`src/rtl/dds_iq_mixer19.sv`:
```
// Quadrature mixer behind the dds2k19 synthesizer: one shared multiplier turns an interleaved
// X/Y word stream and one input sample into a rounded, saturated I/Q pair every two clocks.
// Optional MIXER_CONJ_EN adds a conj input that negates the quadrature output (opposite sideband).
module dds_iq_mixer19 #(
    parameter int IW = 16,
    parameter int DW = 19,
    parameter int OW = 18
) (
    input  logic          dclk,
    input  logic          rst_n,
    input  logic          iq,
    input  logic [DW-1:0] doxy,
    input  logic [IW-1:0] din,
`ifdef MIXER_CONJ_EN
    input  logic          conj,
`endif
    output logic [OW-1:0] i_out,
    output logic [OW-1:0] q_out,
    output logic          vld
);

    localparam int PW = IW + DW;
    localparam int SH = PW - 1 - OW;
    localparam int RW = PW + 1;

    localparam logic signed [RW-1:0] HALF = RW'(1) << (SH - 1);
    localparam logic signed [RW-1:0] RMAX = (RW'(1) << (OW - 1)) - RW'(1);
    localparam logic signed [RW-1:0] RMIN = -(RW'(1) << (OW - 1));
    localparam logic signed [OW-1:0] OMAX = RMAX[OW-1:0];
    localparam logic signed [OW-1:0] OMIN = RMIN[OW-1:0];

    // pair framing
    logic [IW-1:0]        r_din_h;
    logic                 r_pair_open;

    // operand stage
    logic signed [DW-1:0] r_op_a;
    logic signed [IW-1:0] r_op_b;
    logic                 r_s1_vld;
    logic                 r_s1_y;

    // product stage
    logic signed [PW-1:0] r_prod;
    logic                 r_s2_vld;
    logic                 r_s2_y;

    // held X result waiting for its Y partner
    logic signed [OW-1:0] r_ri;

    logic signed [PW-1:0] w_a_ext;
    logic signed [PW-1:0] w_b_ext;
    logic signed [RW-1:0] w_sum;
    logic signed [RW-1:0] w_shr;
    logic signed [OW-1:0] w_rsat;
    logic signed [OW-1:0] w_q;

`ifdef MIXER_CONJ_EN
    logic                 r_conj_h;
    logic                 r_s1_conj;
    logic                 r_s2_conj;
    logic signed [OW-1:0] w_rneg;
`endif

    assign w_a_ext = PW'(r_op_a);
    assign w_b_ext = PW'(r_op_b);

    // round half toward +inf, then clamp to the output range
    assign w_sum = $signed({r_prod[PW-1], r_prod}) + HALF;
    assign w_shr = w_sum >>> SH;

    always_comb begin
        w_rsat = w_shr[OW-1:0];
        if (w_shr > RMAX) begin
            w_rsat = OMAX;
        end else if (w_shr < RMIN) begin
            w_rsat = OMIN;
        end
    end

`ifdef MIXER_CONJ_EN
    // negating the most negative code would wrap, so it clamps to the positive limit
    assign w_rneg = (w_rsat == OMIN) ? OMAX : -w_rsat;
    assign w_q    = r_s2_conj ? w_rneg : w_rsat;
`else
    assign w_q    = w_rsat;
`endif

    always_ff @(posedge dclk) begin
        if (!rst_n) begin
            r_din_h     <= '0;
            r_pair_open <= 1'b0;
            r_op_a      <= '0;
            r_op_b      <= '0;
            r_s1_vld    <= 1'b0;
            r_s1_y      <= 1'b0;
            r_prod      <= '0;
            r_s2_vld    <= 1'b0;
            r_s2_y      <= 1'b0;
            r_ri        <= '0;
            i_out       <= '0;
            q_out       <= '0;
            vld         <= 1'b0;
`ifdef MIXER_CONJ_EN
            r_conj_h    <= 1'b0;
            r_s1_conj   <= 1'b0;
            r_s2_conj   <= 1'b0;
`endif
        end else begin
            // X edge always (re)opens a pair; Y edge only counts if a pair is open
            if (iq) begin
                r_op_a      <= doxy;
                r_op_b      <= din;
                r_din_h     <= din;
                r_pair_open <= 1'b1;
                r_s1_vld    <= 1'b1;
                r_s1_y      <= 1'b0;
`ifdef MIXER_CONJ_EN
                r_conj_h    <= conj;
`endif
            end else if (r_pair_open) begin
                r_op_a      <= doxy;
                r_op_b      <= r_din_h;
                r_pair_open <= 1'b0;
                r_s1_vld    <= 1'b1;
                r_s1_y      <= 1'b1;
`ifdef MIXER_CONJ_EN
                r_s1_conj   <= r_conj_h;
`endif
            end else begin
                r_s1_vld    <= 1'b0;
            end

            r_prod   <= w_a_ext * w_b_ext;
            r_s2_vld <= r_s1_vld;
            r_s2_y   <= r_s1_y;
`ifdef MIXER_CONJ_EN
            r_s2_conj <= r_s1_conj;
`endif

            vld <= 1'b0;
            if (r_s2_vld) begin
                if (!r_s2_y) begin
                    r_ri <= w_rsat;
                end else begin
                    i_out <= r_ri;
                    q_out <= w_q;
                    vld   <= 1'b1;
                end
            end
        end
    end

endmodule

```
`config.mk`:
```
export PLATFORM = sky130hd
export DESIGN_NAME = dds_iq_mixer19
export DESIGN_NICKNAME = d
export VERILOG_FILES = /design/src/rtl/dds_iq_mixer19.sv
export SDC_FILE = /design/constraint.sdc
export NUM_CORES = 1
export LEC_CHECK = 0
export CAP_MARGIN = 30
export CORE_MARGIN = 2
export CORE_UTILIZATION = 40
export CTS_CLUSTER_SIZE = 28
export DETAILED_ROUTE_END_ITERATION = 8
export SYNTH_ARGS = -nofsm -noshare
export SYNTH_HDL_FRONTEND = slang
export SYNTH_SLANG_ARGS = --single-unit
```
`constraint.sdc`:
```
create_clock -name dclk -period 6.4 [get_ports dclk]
set_clock_uncertainty 0.2 [all_clocks]
set_input_delay 0.96 -clock dclk [delete_from_list [all_inputs] [get_ports dclk]]
set_output_delay 0.96 -clock dclk [all_outputs]
set_load 0.005 [all_outputs]
```
# Word-level counts from Yosys, hierarchy flattened
# Cells that the tools add are included.
[word_totals] ram_bits=0 rom_bits=0 mem_count=0 reg_bits=146 elab_cells=34 output_inout_bits=37 latchBits=0
[op_classes] mul=1 n_mux=10 n_addsub=1 shifts=0 n_reduce_logical=5 order_cmp=2 bitwise_logic=2 n_eq_ne=0 div_mod_pow=0
[op_table] op="2-to-1 mux 19 bit" count=2
[op_table] op="adder 35 x 17 -> 36 bit (second input constant)" count=1
[op_table] op="2-to-1 mux 18 bit" count=2
[op_table] op="multiplier 19 x 16 -> 35 bit" count=1
[op_table] op="2-to-1 mux 16 bit" count=2
[op_table] op="greater-than comparator 20 x 18 -> 1 bit (second input constant)" count=1
[op_table] op="less-than comparator 20 x 18 -> 1 bit (second input constant)" count=1
[op_table] op="AND reduction 2 bit" count=3
[op_table] op="2-to-1 mux 1 bit" count=4
[op_table] op="NOT 1 bit" count=2
[op_table] op="nonzero test 2 bit" count=1
[op_table] op="OR reduction 2 bit" count=1

# Depth between registers and ports, before layout
[depth] depth_word=4 depth_mapped=24

# Worst setup path before layout
# OpenSTA, ideal clock, no wires.
[synth_path] kind="register to register" start="register r_op_b[4]" end="register r_prod[34]" arrival_ns=5.963 setup_slack_ns=0.123 path_buffers=3 path_stages_with_launch=24 setup_time_ns=0.115 path_cell_list="dfxtp_1 > clkbuf_1 > clkbuf_1 > nand2_1 > fa_1 > inv_1 > fa_1 > inv_1 > fa_1 > fa_1 > inv_1 > fa_1 > inv_1 > fa_1 > inv_1 > ha_1 > clkbuf_1 > nand2_1 > nor3_1 > o311ai_0 > o211ai_1 > a41oi_1 > xnor2_1 > and2_1"
[synth_via] elab_chain_cells=1
[synth_lines] element="from (decl)" line="38" text="logic signed [IW-1:0] r_op_b;"
[synth_lines] element="from (signal assigned)" line="112" text="r_op_b <= din;"
[synth_lines] element="from (signal assigned)" line="122" text="r_op_b <= r_din_h;"
[synth_lines] element="multiplier 19 x 16 -> 35 bit" line="133" text="r_prod <= w_a_ext * w_b_ext;"
[synth_lines] element="to (signal assigned)" line="133"
[synth_lines] element="to (decl)" line="43" text="logic signed [PW-1:0] r_prod;"
# No other way between the ends.
# A chain may end at the register's enable or synchronous reset.

# Worst setup path in the final report
[layout_path] start="register r_op_b[5]" end="register r_prod[32]"
# The elaborated chain is that of the path after synthesis.

==> reports/qor.txt <==
Outcome -> finished, final reports clean
First-pass GRT wire length -> 68.6 mm
Largest net degree at the start of global routing -> 74
Critical-path top delay cell -> fa_1
Detailed placement HPWL -> 32.5 mm
Clock Path Buffers -> 2
Core area -> 40600 sq um
Wire per inst -> 16.7 microns
Total Wirelength -> 41.2 mm
Async SR Flop Fraction -> 0%
Synth area leaders -> fa_1, dfxtp_1, inv_1
Reg area -> 2630 sq um
Rows -> 74
Pre-Repair DR Iteration Count -> 5
Initial antenna violation count -> 0
Post-layout util -> 46.5%
Syn_area_per_cell -> 8.94 sq um
Slew at the pin with the worst max-slew slack -> 0.959 ns
Relative slew slack -> 35.7%
Die H -> 207 microns
Crit path max-delay family -> adder cells
Layout net count -> 2357
Most common cell after layout, fill and taps aside -> inv_1
Max frequency -> 164 MHz
Gate Count Post-Synth -> 1838
Post-synth top flop -> dfxtp_1
Gr ovfl total -> 0
Ports -> 75
Worst EP arrival -> 6.21 ns
Part of the Yosys area used for sequential elements -> 16.0%
Final ANT Viol Nets -> 0
Worst path depth -> 22
Drt via density -> 4.96
Fillers -> 3863
Cell taking the most area after synthesis -> fa_1
Mapped Nets -> 2265
Tmin final -> 6.10 ns
Vias in the first global route -> 13.3k
Yosys top cell area share -> 36.9%
TritonCTS buffer count -> 17
Max-cap violations -> 0
Type of the worst setup path -> flip-flop to flip-flop
Final Non-Filler Cells -> 2475
Gpl congestion -> 0.856
Clock Sinks -> 131
Htree depth -> 4
Most used cell, CP -> fa_1
Commonest non-fill, non-tap cells in the layout -> inv_1, fa_1, nand2_1
Warnings from Yosys -> 0
Bufs and invs on worst path -> 7
FF+latch count, synth -> 131
Leakage -> 8.75 nW
Maximum VDD drop -> 167 uV
Number of synthesized flops with an enable pin -> 0
Vias -> 12.3k
Hold Path Cell Cnt -> 1
Part of the cycle the worst path needs -> 95.4%
Distinct cell type count after synthesis -> 64
Max incr delay on CP -> 0.52 ns
CTS tree -> built
Tot GR Track Use -> 20.7%
Starting Density -> 40.4%
Critical-path cell list -> buf_4 > and2_1 > fa_1 > inv_1 > fa_1 > fa_1 > inv_1 > fa_1 > fa_1 > inv_1 > fa_1 > inv_1 > ha_1 > a211oi_1 > nand2_1 > a2111oi_2 > buf_4 > a2111oi_4 > buf_4 > o2111ai_1 > nand3_1 > and3b_1
Share of layout cells above drive strength 1 -> 9.01%
Area taken by multi-input logic gates -> 12000 sq um
CP required -> 6.51 ns
Synthesized cell area -> 16400 sq um
Port bufs -> 74
Cell count of the worst reg-to-reg path -> 22
Area delta synth->final -> 15.1%
Drt first-iter violations -> 728
DRC Markers -> 0
Setup crit start kind -> flip-flop
# setup viols final -> 0
Placed cell count -> 2442
Die ar. -> 42700 sq um
CTS clock-pin slew for the worst setup and hold paths -> 0.07 ns
Max Slew Vio Count -> 0
Worst-skew pair later-pin latency -> 0.42 ns
Final hold slack -> 0.242 ns
PwrDens -> 175 nW/um^2
Maximum fanout along the worst path -> 12
Chip width -> 207 microns
Min-Delay Path Class -> flip-flop to flip-flop
Final Hold Fails -> 0
Root Driver -> clkbuf_16
Crit end category -> flip-flop
Antenna cells -> 0
-- per-stage QoR --
stage	setup TNS (ns)	area, sq um	total power, mW	worst slack [ns]
after global routing	-0.0600	18900	3.57	-0.0508
final	0	18900	3.31	0.296
after CTS	0	18900	3.34	0.150
after global placement	0	18300	2.38	0.249
after detailed placement	0	18300	2.39	0.185
after floorplan	0	16400	1.92	0.123
-- per-layer routing --
layer	GRT usage [%]	vias up	part of all wire, %
li1	-	5727	-
met1	28.1	6201	45
met2	34.4	308	47
met3	2.54	50	5.4
met4	6.56	0	2.6
met5	0	-	0
-- cells by family (layout without fill, tap and decap cells) --
group	after synthesis	count (layout)	share of synthesized area, %
simple gates	583	583	17.6
buf+inv	463	568	10.8
fa+ha+maj	389	389	43.5
compound gates	212	212	8.87
flops	131	131	16.0
xor+xnor	39	39	2.08
mux	21	21	1.28
-- worst register-to-register path: stages (launching register included) --
cell       delay, ns
dfxtp_2         0.36
buf_4           0.20
and2_1          0.17
fa_1            0.50
inv_1           0.05
fa_1            0.46
fa_1            0.52
inv_1           0.06
fa_1            0.50
fa_1            0.49
inv_1           0.05
fa_1            0.47
inv_1           0.04
ha_1            0.29
a211oi_1        0.25
nand2_1         0.12
a2111oi_2       0.29
buf_4           0.21
a2111oi_4       0.07
buf_4           0.17
o2111ai_1       0.23
nand3_1         0.10
and3b_1         0.19
-- power by group --
| part | switching [mW] | internal (mW) | leakage [nW] |
|---|---|---|---|
| Sequential | 0.0893 | 0.895 | 1.08 |
| Clock | 0.421 | 0.515 | 0.275 |
| Combinational | 0.795 | 0.596 | 7.40 |
| Total | 1.31 | 2.01 | 8.75 |
-- path summary, 6_finish.rpt --
check / from / end / slack, ns
setup / recovery: r_op_b[5]$_SDFFE_PN0P_ / r_prod[32]$_SDFF_PN0_ / 0.30
hold reg to reg: r_s1_vld$_SDFF_PN0_ / r_s2_vld$_SDFF_PN0_ / 0.24
hold / removal: r_s1_vld$_SDFF_PN0_ / r_s2_vld$_SDFF_PN0_ / 0.24
setup reg to reg: r_op_b[5]$_SDFFE_PN0P_ / r_prod[32]$_SDFF_PN0_ / 0.30
-- flip-flops by register name (all words and copies together) (netlist names) --
register     count
r_prod          20
r_op_a          19
i_out           18
q_out           18
r_ri            18
r_din_h         16
r_op_b          16
r_pair_open      1
r_s1_vld         1
r_s1_y           1
r_s2_vld         1
r_s2_y           1
vld              1
-- layout make-up --
type | count | area share, %
clock buffer | 17 | 2.25
clock inverter | 15 | 0.728
inverter | 368 | 7.31
multi-input combinational | 1244 | 63.7
sequential | 131 | 13.9
tap | 532 | 3.52
timing repair buffer | 168 | 8.56
-- synth_stat cells, types with 2 or more instances --
| master | count |
|---|---|
| inv_1 | 368 |
| fa_1 | 303 |
| nand2_1 | 271 |
| and2_1 | 166 |
| dfxtp_1 | 131 |
| clkbuf_1 | 86 |
| ha_1 | 86 |
| nor2_1 | 56 |
| a21boi_0 | 54 |
| a21oi_1 | 49 |
| o21ai_0 | 49 |
| nand2b_1 | 26 |
| xnor2_1 | 24 |
| mux2i_1 | 21 |
| xor2_1 | 15 |
| nand3_1 | 13 |
| o221a_2 | 8 |
| and2_2 | 7 |
| nand4_1 | 7 |
| a211oi_1 | 6 |
| a21o_1 | 6 |
| and3_1 | 6 |
| nor2b_1 | 6 |
| nor3_1 | 5 |
| o211ai_1 | 5 |
| a31o_2 | 4 |
| a31oi_1 | 4 |
| o2111ai_1 | 4 |
| buf_2 | 3 |
| nand3b_1 | 3 |
| nor3b_1 | 3 |
| o21a_1 | 3 |
| a41oi_1 | 2 |
| and3b_1 | 2 |
| and4_1 | 2 |
| buf_1 | 2 |
| buf_6 | 2 |
| nand4b_1 | 2 |
| nor3_4 | 2 |
| o22ai_1 | 2 |
-- what timing repair did --
item,CTS,global route
resized for setup,0,11
hold buffers,0,0
setup buffers,0,1
endpoints found under the setup margin,0,14
Power figures use the tool's default switching activity.
